File: src/rtl/phase_acc_pkg.sv
// Shared constants and state encoding for the phase accumulator.
package phase_acc_pkg;

   localparam int ASZ_DEF = 24;   // default accumulator / frequency-word width
   localparam int PSZ_DEF = 12;   // default phase output width

   // Frequency-word load FSM: IDLE = no word waiting, PEND = word waiting for ena
   typedef enum logic {
      LD_IDLE = 1'b0,
      LD_PEND = 1'b1
   } ld_state_e;

endpackage

File: src/rtl/phase_acc_sync_det.sv
// Hard-sync rising-edge detector with a sticky pending flag.
// The flag is raised by a 0->1 transition on sync and is held until the
// accumulator consumes it on an ena cycle. Only instantiated when
// PHASE_ACC_HARD_SYNC_EN is defined.
module phase_acc_sync_det (
   input  logic clk,
   input  logic reset,
   input  logic sync,
   input  logic consume,
   output logic sync_pend
);

   logic sync_q;
   logic pend_q;
   logic pend_d;
   logic rise;

   assign rise = sync & ~sync_q;

   // A fresh edge wins over a simultaneous consume so no edge is ever lost.
   always_comb begin
      pend_d = pend_q;
      if (consume) pend_d = 1'b0;
      if (rise)    pend_d = 1'b1;
   end

   // Previous-sample register and pending flag.
   always_ff @(posedge clk or posedge reset) begin
      if (reset) begin
         sync_q <= 1'b0;
         pend_q <= 1'b0;
      end else begin
         sync_q <= sync;
         pend_q <= pend_d;
      end
   end

   assign sync_pend = pend_q;

endmodule

File: src/rtl/phase_acc.sv
// Phase accumulator (NCO core) with double-buffered frequency word.
// A loaded word waits in a pending register and becomes active on the next
// ena cycle, whose increment already uses it; freq_ack pulses the cycle after.
// Optional hard sync: define PHASE_ACC_HARD_SYNC_EN to enable the sync input.
module phase_acc
   import phase_acc_pkg::*;
#(
   parameter int asz = ASZ_DEF,
   parameter int psz = PSZ_DEF
) (
   input  logic           clk,
   input  logic           reset,
   input  logic           ena,
   input  logic [asz-1:0] freq,
   input  logic           freq_ld,
   output logic           freq_ack,
   input  logic           sync,
   output logic [psz-1:0] phs_out,
   output logic           wrap
);

   ld_state_e      state_q, state_d;
   logic [asz-1:0] acc_q, acc_d;
   logic [asz-1:0] act_q, act_d;
   logic [asz-1:0] pend_q, pend_d;
   logic           ack_q, ack_d;
   logic           wrap_q, wrap_d;
   logic [asz-1:0] inc;
   logic [asz:0]   sum;
   logic           sync_hit;

`ifdef PHASE_ACC_HARD_SYNC_EN
   logic sync_pend;

   phase_acc_sync_det u_sync_det (
      .clk       (clk),
      .reset     (reset),
      .sync      (sync),
      .consume   (ena),
      .sync_pend (sync_pend)
   );

   assign sync_hit = sync_pend & ena;
`else
   // Sync is a no-op in this build; the port stays for pin compatibility.
   logic unused_sync;
   assign unused_sync = sync;
   assign sync_hit    = 1'b0;
`endif

   // Load FSM, accumulator update and wrap/ack pulse generation.
   always_comb begin
      state_d = state_q;
      pend_d  = pend_q;
      act_d   = act_q;
      acc_d   = acc_q;
      ack_d   = 1'b0;
      wrap_d  = 1'b0;
      inc     = act_q;

      case (state_q)
         LD_IDLE: begin
            if (freq_ld) begin
               pend_d  = freq;
               state_d = LD_PEND;
            end
         end
         LD_PEND: begin
            if (freq_ld) pend_d = freq;
            if (ena) begin
               // Transfer: this cycle's add already uses the new word.
               act_d = pend_q;
               inc   = pend_q;
               ack_d = 1'b1;
               if (!freq_ld) state_d = LD_IDLE;
            end
         end
         default: state_d = LD_IDLE;
      endcase

      sum = {1'b0, acc_q} + {1'b0, inc};

      if (ena) begin
         acc_d  = sum[asz-1:0];
         wrap_d = sum[asz];
         // Sync discards the add; a coincident carry still gives one pulse.
         if (sync_hit) begin
            acc_d  = '0;
            wrap_d = 1'b1;
         end
      end
   end

   // State registers.
   always_ff @(posedge clk or posedge reset) begin
      if (reset) begin
         state_q <= LD_IDLE;
         acc_q   <= '0;
         act_q   <= '0;
         pend_q  <= '0;
         ack_q   <= 1'b0;
         wrap_q  <= 1'b0;
      end else begin
         state_q <= state_d;
         acc_q   <= acc_d;
         act_q   <= act_d;
         pend_q  <= pend_d;
         ack_q   <= ack_d;
         wrap_q  <= wrap_d;
      end
   end

   assign phs_out  = acc_q[asz-1 -: psz];
   assign freq_ack = ack_q;
   assign wrap     = wrap_q;

endmodule

File: config.mk
export PLATFORM = sky130hd
export DESIGN_NAME = phase_acc
export DESIGN_NICKNAME = d
export VERILOG_FILES = /design/src/rtl/phase_acc_pkg.sv /design/src/rtl/phase_acc_sync_det.sv /design/src/rtl/phase_acc.sv
export SDC_FILE = /design/constraint.sdc
export NUM_CORES = 1
export LEC_CHECK = 0
export BUFFER_PORTS_ARGS = -buffer_cell sky130_fd_sc_hd__buf_2
export CORE_ASPECT_RATIO = 0.5
export CORE_UTILIZATION = 40
export CTS_BUF_LIST = sky130_fd_sc_hd__clkbuf_8
export DETAILED_ROUTE_END_ITERATION = 10
export GPL_TIMING_DRIVEN = 0
export PLACE_DENSITY = 0.55
export REMOVE_ABC_BUFFERS = 1
export SYNTH_ARGS = -nofsm -noshare
export SYNTH_HDL_FRONTEND = slang
export SYNTH_SLANG_ARGS = --single-unit
File: constraint.sdc
create_clock -name clk -period 4.4 [get_ports clk]
set_input_delay 0.44 -clock clk [delete_from_list [all_inputs] [get_ports clk]]
set_output_delay 0.44 -clock clk [all_outputs]
set_load 0.03 [all_outputs]
**After elaboration in Yosys (flattened, before gate mapping)**

Cells that the tools add are included.

- Bits in registers: 75
- Latch bits: 0
- Memory bits (writable): 0
- Bits in read-only memories: 0
- Output and inout port bits: 14
- Logic and storage cells: 17
- Memories kept: 0

- Add/sub/neg operators: 1
- $mul: 0
- Divide/modulo/power cells: 0
- Magnitude comparators: 0
- Eq/ne operators: 0
- Shift-type cells: 0
- Muxes and demuxes: 9
- Bitwise gates (word level): 1
- Reduce and logical (&&, ||, !) cells: 0

Operators with widths:

| cell | number |
|---|---|
| 24-bit two-way mux | 3 |
| 24-bit by 24-bit adder with 25-bit output | 1 |
| 1-bit two-way mux | 5 |
| 1-bit one-hot mux with 2 select lines | 1 |
| 1-bit inverter | 1 |

**Logic depth before layout (Yosys ltp)**

Gate-level depths: netlist (run 1).

- Depth after elaboration: 4
- Mapped depth: 12
- Gate-level depth less buffers: 10

**Worst setup path after synthesis (run 1)**

Ideal clock, no wire load.

- Path type: input -> register
- Start: input port ena
- End: register acc_q[12]
- Library setup time: 125 ps
- Arrival: 3497 ps
- Data required time: 4275 ps
- Path slack: 778 ps
- Stages: 12
- Buffers on the path: 2
- Cells stage by stage: clkbuf_1 nand2_1 clkbuf_1 mux2_2 ha_1 fa_1 a21o_1 a221o_1 a21oi_1 o21ai_0 xor2_1 mux2_2

- Cells in the longest elaborated chain, start to end: 3

RTL lines:

| element | line | RTL |
|---|---|---|
| from (decl) | phase_acc.sv:13 | `input logic ena,` |
| 24-bit two-way mux | -- |  |
| 24-bit two-way mux | phase_acc.sv:61 | `case (state_q)` |
| 24-bit by 24-bit adder with 25-bit output | phase_acc.sv:81 | `sum = {1'b0, acc_q} + {1'b0, inc};` |
| to (signal assigned) | phase_acc.sv:98 | `acc_q <= '0;` |
| to (signal assigned) | phase_acc.sv:105 | `acc_q <= acc_d;` |
| to (decl) | phase_acc.sv:23 | `logic [asz-1:0] acc_q, acc_d;` |

Several ways; a longest one is shown, not always the timed one.
A chain may end at the register's enable or synchronous reset.

**Worst setup path in the final report (run 1)**

Same ends and word-level chain as after synthesis.

==> impl.org, run 1 <==
** Floorplanning
- Measured along the x axis, the die boundary spans 145.0 µm.
- The die is 73.52 µm tall.
- Floorplan Core Area :: 0.009697 mm²
- Once the floorplan was initialized, standard cells occupied 42.19% of the core.
- The die covers 0.01066 mm².
- Num rows :: 25
- 43 I/O pins were placed.

** Clock tree
- Clock-pin slew of the registers on the worst-case setup and hold paths :: 0.08 ns
- Clock Sink Count :: 75
- Clock tree synthesis inserted a total of 9 buffers.
- TritonCTS built the clock tree.
- Clk Latency, worst-skew pair :: 0.35 ns
- Clock tree synthesis selected as its root buffer the cell sky130_fd_sc_hd__clkbuf_8.
- The H-tree generated during clock tree synthesis spans 3 levels.
- Largest buffer count on any clock path :: 2

** Power
- Part of the power in registers :: 29.6%
- Total leakage power :: 2.088 nW
- Share of power burned in combinational logic :: 51.0%
- The analysis attributes to net switching a power of 1.334 mW.
- In this run switching power makes up 40.32% of total power.
- Worst-case vdd ir drop :: 0.2352 mV
- Share of total power in the clock network :: 19.4%
- Overall power :: 3.308 mW
- In this run the power density over the cells is 717.6 mW/mm².
- Internal power summed over all cells :: 1.974 mW

** Hold path
- In this run the worst hold path is classified as input pin to register.

** Placement
- Input and output buffers added on the ports amount to 41.
- Timing analysis after detailed placement gives a worst setup slack of -0.3696 ns.
- Routability congestion estimate from global placement :: 0.8761
- HPWL reported at the end of detailed placement :: 5.905 mm

** Layout
- Fill cells in the final layout number 916.
- Number of antenna diodes :: 0
- The top cell types in the final layout, fill and taps aside, are sky130_fd_sc_hd__dfrtp_1 (75), sky130_fd_sc_hd__mux2_2 (62), sky130_fd_sc_hd__buf_2 (41), sky130_fd_sc_hd__nand2_1 (25), sky130_fd_sc_hd__ha_1 (24).
- Most common cell after layout, fill and taps aside :: sky130_fd_sc_hd__dfrtp_1
- Post-synthesis to final-layout area growth :: 12.69%
- Final-stage net count :: 446
- Fraction of layout instances using a drive strength above 1 :: 31.99%

** Logic synthesis
- In this run, synthesis inferred 0 flip-flops with an integrated enable.
- Leading register cell type out of synthesis :: sky130_fd_sc_hd__dfrtp_1
- The synthesized netlist contains 49 unique library cells.
- Number of warnings reported in the yosys synthesis log :: 0
- Synth Cell Area :: 0.004091 mm²
- Async S/R FF share, synth :: 100.0%
- Sequential share of the synthesized area :: 45.87%
- A synthesized cell averages 11.27 µm².
- FF+latch count, synth :: 75
- In the synthesized netlist, the number of instances is 363.

** Status
- The flow ran to the end, and the final reports show no timing, DRC or antenna violations.

** Critical path
- In this run the worst path has a maximum fanout of 27.
- By startpoint and endpoint, the worst setup path is classified as input pin to register.
- Data required time at the worst endpoint :: 4.64 ns
- For the worst setup path, the data arrival time is 4.19 ns.
- The worst setup path is launched from an input pin.
- The worst setup path is captured at a register.

** Drt
- Across all layers, the routed design uses 2907 vias.
- Routed length per instance :: 15.75 µm
- Wires add up to 8.377 mm.
- Count of antenna-violating nets left after detailed routing :: 0
- Post-detailed-route DRC marker count :: 0
- Length of the first detailed-routing pass in iterations :: 4
- Using the TritonRoute via totals, the vias-per-cell ratio works out to 5.464.
- Initial DRC count :: 214

** STA
- Setup violations remaining at the end of the flow were counted as 0.
- Min cycle time layout :: 3.950 ns
- Dividing the final minimum period by the clock period gives 89.76%.
- Derived from the worst setup path, the maximum achievable clock frequency is 0.2532 GHz.
- Setup repair after global routing left no endpoint under its margin.
- In this run the tightest slew margin relative to its limit is 55.64%.
- For the pin with the worst max-slew slack, the measured transition is 0.6654 ns.
- Clock skew on the completed layout was measured at 0.008570 ns.
- After routing, the total negative slack on setup checks comes to 0 ns.
- Final-report hold violation count :: 0
- Number of slew-limit violations in the final report :: 0
- Final Worst Setup Slack :: 0.4504 ns

** Global route
- Global routing consumed, over all layers together, 17.17% of the routing resources.
- Maximum number of pins on one net before global-route repair :: 67
- First-pass GRT wire length :: 14.08 mm
- Antenna violations before repair :: 0
- Via count of the first global-routing pass :: 2859
- The total overflow left after global routing is 0.

** Flow run
- Max-capacitance violation count :: 0
Yosys cell counts (6+ instances only):
master | instances | share of area [%]
sky130_fd_sc_hd__a21oi_1 | 19 | 2.3
sky130_fd_sc_hd__nand2_1 | 26 | 2.4
sky130_fd_sc_hd__xor2_1 | 8 | 1.7
sky130_fd_sc_hd__ha_1 | 24 | 7.3
sky130_fd_sc_hd__a21o_1 | 13 | 2.4
sky130_fd_sc_hd__o21ai_0 | 14 | 1.7
sky130_fd_sc_hd__buf_4 | 12 | 2.2
sky130_fd_sc_hd__clkbuf_1 | 11 | 1.0
sky130_fd_sc_hd__nor2_1 | 17 | 1.6
sky130_fd_sc_hd__xnor2_1 | 6 | 1.3
sky130_fd_sc_hd__nand3_1 | 8 | 0.98
sky130_fd_sc_hd__mux2_2 | 62 | 17
sky130_fd_sc_hd__dfrtp_1 | 75 | 46
cells by family (layout without fill, tap and decap cells):
logic type	after synthesis	in the layout	synth area share, %
AO/OA/AOI/OAI	84	84	14.04
flip-flops	75	75	45.87
AND/OR/NAND/NOR	73	73	8.349
multiplexers	62	62	17.06
buffers and inverters	30	64	3.853
adder cells (fa/ha/maj)	25	25	7.829
XOR/XNOR	14	14	2.997
power groups by stage:
stage          registers (mW)  logic, mW  clock network [mW]
2_1_floorplan            1.09       1.18                   0
3_3_place_gp            0.985       1.62                   0
3_5_place_dp            0.996       1.68                   0
4_1_cts                 0.982       1.69               0.663
5_1_grt                  1.01       1.87               0.690
6_report                0.980       1.69               0.642
state kept, by name, summed over array words and instances, names as in the netlist:
signal and flops:
state_q 1, acc_q 24, freq_ack 1, pend_q 24, act_q 24, wrap 1
path summary, 6_finish.rpt:
path	slack (ns)	startpoint	depth (start not counted)	end
max in group asynchronous	3.31	reset	4	act_q[5]
setup reg to reg	0.78	state_q	10	acc_q[12]
hold / removal	0.31	freq[1]	2	pend_q[1]
setup / recovery	0.45	ena	11	acc_q[12]
min in group asynchronous	0.54	reset	3	acc_q[2]
hold reg to reg	0.50	act_q[12]	1	act_q[12]
worst max-delay path, stage by stage:
cell and delay [ns]:
sky130_fd_sc_hd__buf_2 0.50, sky130_fd_sc_hd__nand2_2 0.57, sky130_fd_sc_hd__mux2_2 0.46, sky130_fd_sc_hd__ha_1 0.23, sky130_fd_sc_hd__fa_1 0.41, sky130_fd_sc_hd__a21o_1 0.19, sky130_fd_sc_hd__a221o_1 0.43, sky130_fd_sc_hd__a21oi_1 0.22
sky130_fd_sc_hd__o21ai_0 0.24, sky130_fd_sc_hd__xor2_1 0.20, sky130_fd_sc_hd__mux2_2 0.28
timing repair:
item                                    4_1_cts  5_1_grt
gates resized for setup                       0        1
setup buffers                                 0        0
hold buffers                                  1        0
hold endpoints to repair                      9        0
endpoints found under the setup margin        0        7
cell type report:
| class | count | area (µm²) | area share (%) |
|---|---|---|---|
| clock buffer | 10 | 137.6 | 2.985 |
| inverter | 5 | 21.27 | 0.4613 |
| multi-input combinational | 258 | 2059 | 44.67 |
| clock inverter | 6 | 103.9 | 2.252 |
| timing repair buffer | 43 | 242.7 | 5.265 |
| tap | 135 | 168.9 | 3.664 |
| sequential | 75 | 1877 | 40.71 |
metrics by stage:
stage / instance area, µm² / std cells / utilization (%) / hold slack [ns]
3_3_place_gp: 4327 / 514 / 44.62 / 0.4626
2_1_floorplan: 3953 / 338 / - / 0.4534
3_5_place_dp: 4357 / 515 / 44.93 / 0.3536
4_1_cts: 4608 / 532 / 47.52 / 0.2926
6_report: 4611 / 532 / 47.55 / 0.3115
5_1_grt: 4611 / 532 / 47.55 / 0.2949
metal layers:
layer / GRT usage [%] / up-vias / part of all wire (%)
met5: 0 / - / 0
met4: 5.910 / 0 / 1.4
met3: 4.845 / 12 / 6.3
met2: 26.92 / 75 / 45
met1: 23.03 / 1438 / 48
li1: - / 1382 / -
Note: power is estimated with default switching activity, not from simulation.
==> run 2: changes to the inputs <==
--- a/config.mk
+++ b/config.mk
@@ -12,6 +12,7 @@
 export DETAILED_ROUTE_END_ITERATION = 10
 export GPL_TIMING_DRIVEN = 0
 export PLACE_DENSITY = 0.55
+export RECOVER_POWER = 50
 export REMOVE_ABC_BUFFERS = 1
 export SYNTH_ARGS = -nofsm -noshare
 export SYNTH_HDL_FRONTEND = slang
==> impl.org, run 2 (synthesis results as in run 1) <==
** Global route
- The first-pass GRT wire length came to 14.08 mm (unchanged).
- Maximum number of pins on one net before global-route repair :: 67 (unchanged)
- The initial antenna violation count was 0 (unchanged).
- The global routing met3 resource utilization is 4.845% (unchanged).
- Total Routing Usage GR :: 17.17% (unchanged)
- Via count of the first global-routing pass :: 2859 (unchanged)
- GR Layer Usage met2 :: 26.92% (unchanged)
- The met1 track utilization from global routing was 23.03% (unchanged).
- The global route total overflow was 0 (unchanged).
- Layer with the highest usage after global routing :: met2

** Layout
- Post-synthesis to final-layout area growth :: 12.08%
- The final core utilization is 47.29% (-0.26 points).
- Leaving out fill and tap cells, the most frequent cells in the layout are sky130_fd_sc_hd__dfrtp_1 (75), sky130_fd_sc_hd__mux2_2 (62), sky130_fd_sc_hd__buf_2 (40), sky130_fd_sc_hd__nand2_1 (25), sky130_fd_sc_hd__ha_1 (24).
- The finished layout cell area is 0.004586 mm² (-0.54%).
- Fraction of layout instances using a drive strength above 1 :: 31.74% (-0.25 points)
- Number of antenna diodes :: 0 (unchanged)
- Biggest regs :: acc_q (24), act_q (24), pend_q (24)
- The post-layout instance count excluding filler cells came to 532 (unchanged).
- The number of nets at the end of the flow came to 446 (unchanged).
- The library cell used most frequently in the layout, excluding fill and tap cells, is sky130_fd_sc_hd__dfrtp_1.

** Clock tree
- Clock buffers created by TritonCTS :: 9 (unchanged)
- Clock Sink Count :: 75 (unchanged)
- Largest buffer count on any clock path :: 2 (unchanged)
- The clock transition at the registers of the reported paths was 0.08 ns (about the same).
- H-tree depth reported by CTS :: 3 (unchanged)
- Root Buffer :: sky130_fd_sc_hd__clkbuf_8
- The source-to-sink clock delay at the later pin of the worst-skew pair came to 0.35 ns (about the same).
- TritonCTS clock tree :: built

** Drt
- The routed length per placed instance was 15.76 µm (about the same).
- Count of antenna-violating nets left after detailed routing :: 0 (unchanged)
- The total wire length is 8.382 mm (about the same).
- The number of iterations in the first detailed-routing pass was 4 (unchanged).
- The total via count in the routed design came to 2909 (+0.069%).
- The routed via count divided by cell count was 5.468 (about the same).
- The residual DRC count came to 0 (unchanged).
- The initial DRC count is 221 (+3.3%).

** Power
- The worst-case vdd ir drop is 0.2351 mV (about the same).
- The power per standard cell area is 720.7 mW/mm² (+0.44%).
- Total leakage power :: 2.072 nW (-0.75%)
- Share of total power in the clock network :: 19.4% (about the same)
- Net Sw Frac :: 40.32% (about the same)
- Internal power summed over all cells :: 1.972 mW (about the same)
- The total power draw is 3.305 mW (-0.10%).
- Share of power burned in combinational logic :: 50.9% (about the same)
- Part of the power in registers :: 29.7% (about the same)
- The switching power summed over all nets was 1.333 mW (-0.11%).

** Critical path
- STA classifies the critical path endpoint as a register.
- Walking the worst path, the cells encountered are buf_2 > nand2_2 > mux2_2 > ha_1 > fa_1 > a21o_1 > a221o_1 > a21oi_1 > o21ai_0 > xor2_1 > mux2_2.
- In this run the critical register-to-register path is captured at acc_q[12].
- Arrival time reported for the critical path endpoint :: 4.20 ns (about the same)
- Data required time at the worst endpoint :: 4.64 ns (about the same)
- Following the worst setup path forward leads to its endpoint at acc_q[12].
- The setup slack on the worst flop-to-flop path was 0.76 ns (-0.02 ns).
- The slowest stage of the critical path is the sky130_fd_sc_hd__nand2_2 cell.
- Depth of the worst register-to-register path :: 10 (unchanged)
- Critical Path Start Type :: input pin
- The top fanout value on the critical path was 27 (unchanged).
- Counting stages on the worst path, the most repeated cell is sky130_fd_sc_hd__mux2_2.
- Stage delay of the slowest cell on the critical path :: 0.57 ns (about the same)
- Reg2reg start :: state_q
- The setup path with the least slack is of type input pin to register.
- Tracing the worst setup path back leads to its startpoint at ena.

** STA
- The count of pins over their slew limit came to 93 (+93).
- Tightest Pin Transition :: 1.632 ns (+0.9669 ns)
- Worst slew margin relative to its limit :: -8.817% (-64 points)
- The number of hold-slack violations in the final timing report was 0 (unchanged).
- Min cycle time layout :: 3.956 ns (+0.006389 ns)
- Maximum clock frequency :: 0.2528 GHz (-0.16%)
- Final clock skew :: 0.008115 ns (-0.0004545 ns)
- The share of the clock period used by the worst path after layout is 89.91% (+0.15 points).
- The final-report setup violation count is 0 (unchanged).
- Setup repair after global routing left no endpoint under its margin.

** Placement
- The detailed placement HPWL is 5.905 mm (unchanged).
- Post-placement cell area :: 0.004357 mm² (unchanged)
- Port bufs :: 41 (unchanged)
- Cell Count Post-Placement :: 515 (unchanged)
- Routability congestion estimate from global placement :: 0.8761 (unchanged)

** Flow run
- Max-capacitance violation count :: 2 (+2)

** Floorplanning
- The area of the placeable core is 0.009697 mm² (unchanged).
- The vertical die dimension came to 73.52 µm (unchanged).
- Num rows :: 25 (unchanged)
- IO Count :: 43 (unchanged)
- The starting density of the core is 42.19% (unchanged).
- The floorplan die width is 145.0 µm (unchanged).
- Die ar. :: 0.01066 mm² (unchanged)

** Status
- The checks that failed: max-capacitance violations, max-slew violations.
- The flow ran to the end, but the final reports show violations.

** Hold path
- The cell depth of the worst min-delay path came to 2 (unchanged).
- Type of the worst min-delay path :: input pin to register
==> run 2: cell count changes in the layout (fill, tap and decap cells not counted), sizes merged <==
cell      delta
inv          -1
buf          -2
clkbuf       +2
clkinvlp     +1
==> run 2: worst min path at each step <==
| stage | start | endpoint | slack [ns] |
|---|---|---|---|
| 2_1_floorplan | state_q | state_q | 0.45 |
| 3_3_place_gp | state_q | state_q | 0.46 |
| 3_5_place_dp | reset | acc_q[0] | 0.35 |
| 4_1_cts | freq[9] | pend_q[9] | 0.29 |
| 5_1_grt | freq[23] | pend_q[23] | 0.29 |
| 6_report | freq[1] | pend_q[1] | 0.31 |
==> run 2: routing by layer <==
layer	up-vias	routed length [µm]	share of wire [%]
met5	-	0	0
met4	0	117	1.4
met3	12	491	5.9
met2	76	3743	45
met1	1442	4029	48
li1	1379	-	-
==> run 2: what timing repair did <==
item / CTS / global route
endpoints found under the setup margin: 0 / 7
gates resized for setup: 0 / 1
endpoints found under the hold margin: 9 / 0
hold buffers: 1 / 0
setup buffers: 0 / 0
==> run 2: final cells by class <==
type,count,area (µm²)
Tap cell,135,168.9
Clock buffer,10,137.6
Multi-Input combinational cell,258,2059
Sequential cell,75,1877
Fill cell,919,5111
Clock inverter,6,103.9
Inverter,5,20.02
Timing Repair Buffer,43,219.0
==> run 2: power groups by stage <==
stage	Clock (mW)	Combinational [mW]	Sequential [mW]
3_5_place_dp	0	1.68	0.996
3_3_place_gp	0	1.62	0.985
2_1_floorplan	0	1.18	1.09
5_1_grt	0.690	1.86	1.01
4_1_cts	0.663	1.69	0.982
6_report	0.642	1.68	0.980
==> run 2: critical path: cells and delay by family <==
kind | cells | cell delay [ns]
AND/OR/NAND/NOR | 1 | 0.57
buffers and inverters | 1 | 0.49
XOR/XNOR | 1 | 0.20
multiplexers | 2 | 0.74
AO/OA/AOI/OAI | 4 | 1.10
adder cells (fa/ha/maj) | 2 | 0.64
==> run 2: stage by stage <==
| stage | setup slack (ns) | setup TNS [ns] | hold slack, ns |
|---|---|---|---|
| floorplan | 0.9294 | 0 | 0.4534 |
| global placement | -0.3694 | -1.958 | 0.4626 |
| detailed placement | -0.3696 | -2.090 | 0.3536 |
| CTS | 0.007277 | 0 | 0.2926 |
| global route | 0.2018 | 0 | 0.2950 |
| finish | 0.4441 | 0 | 0.3121 |
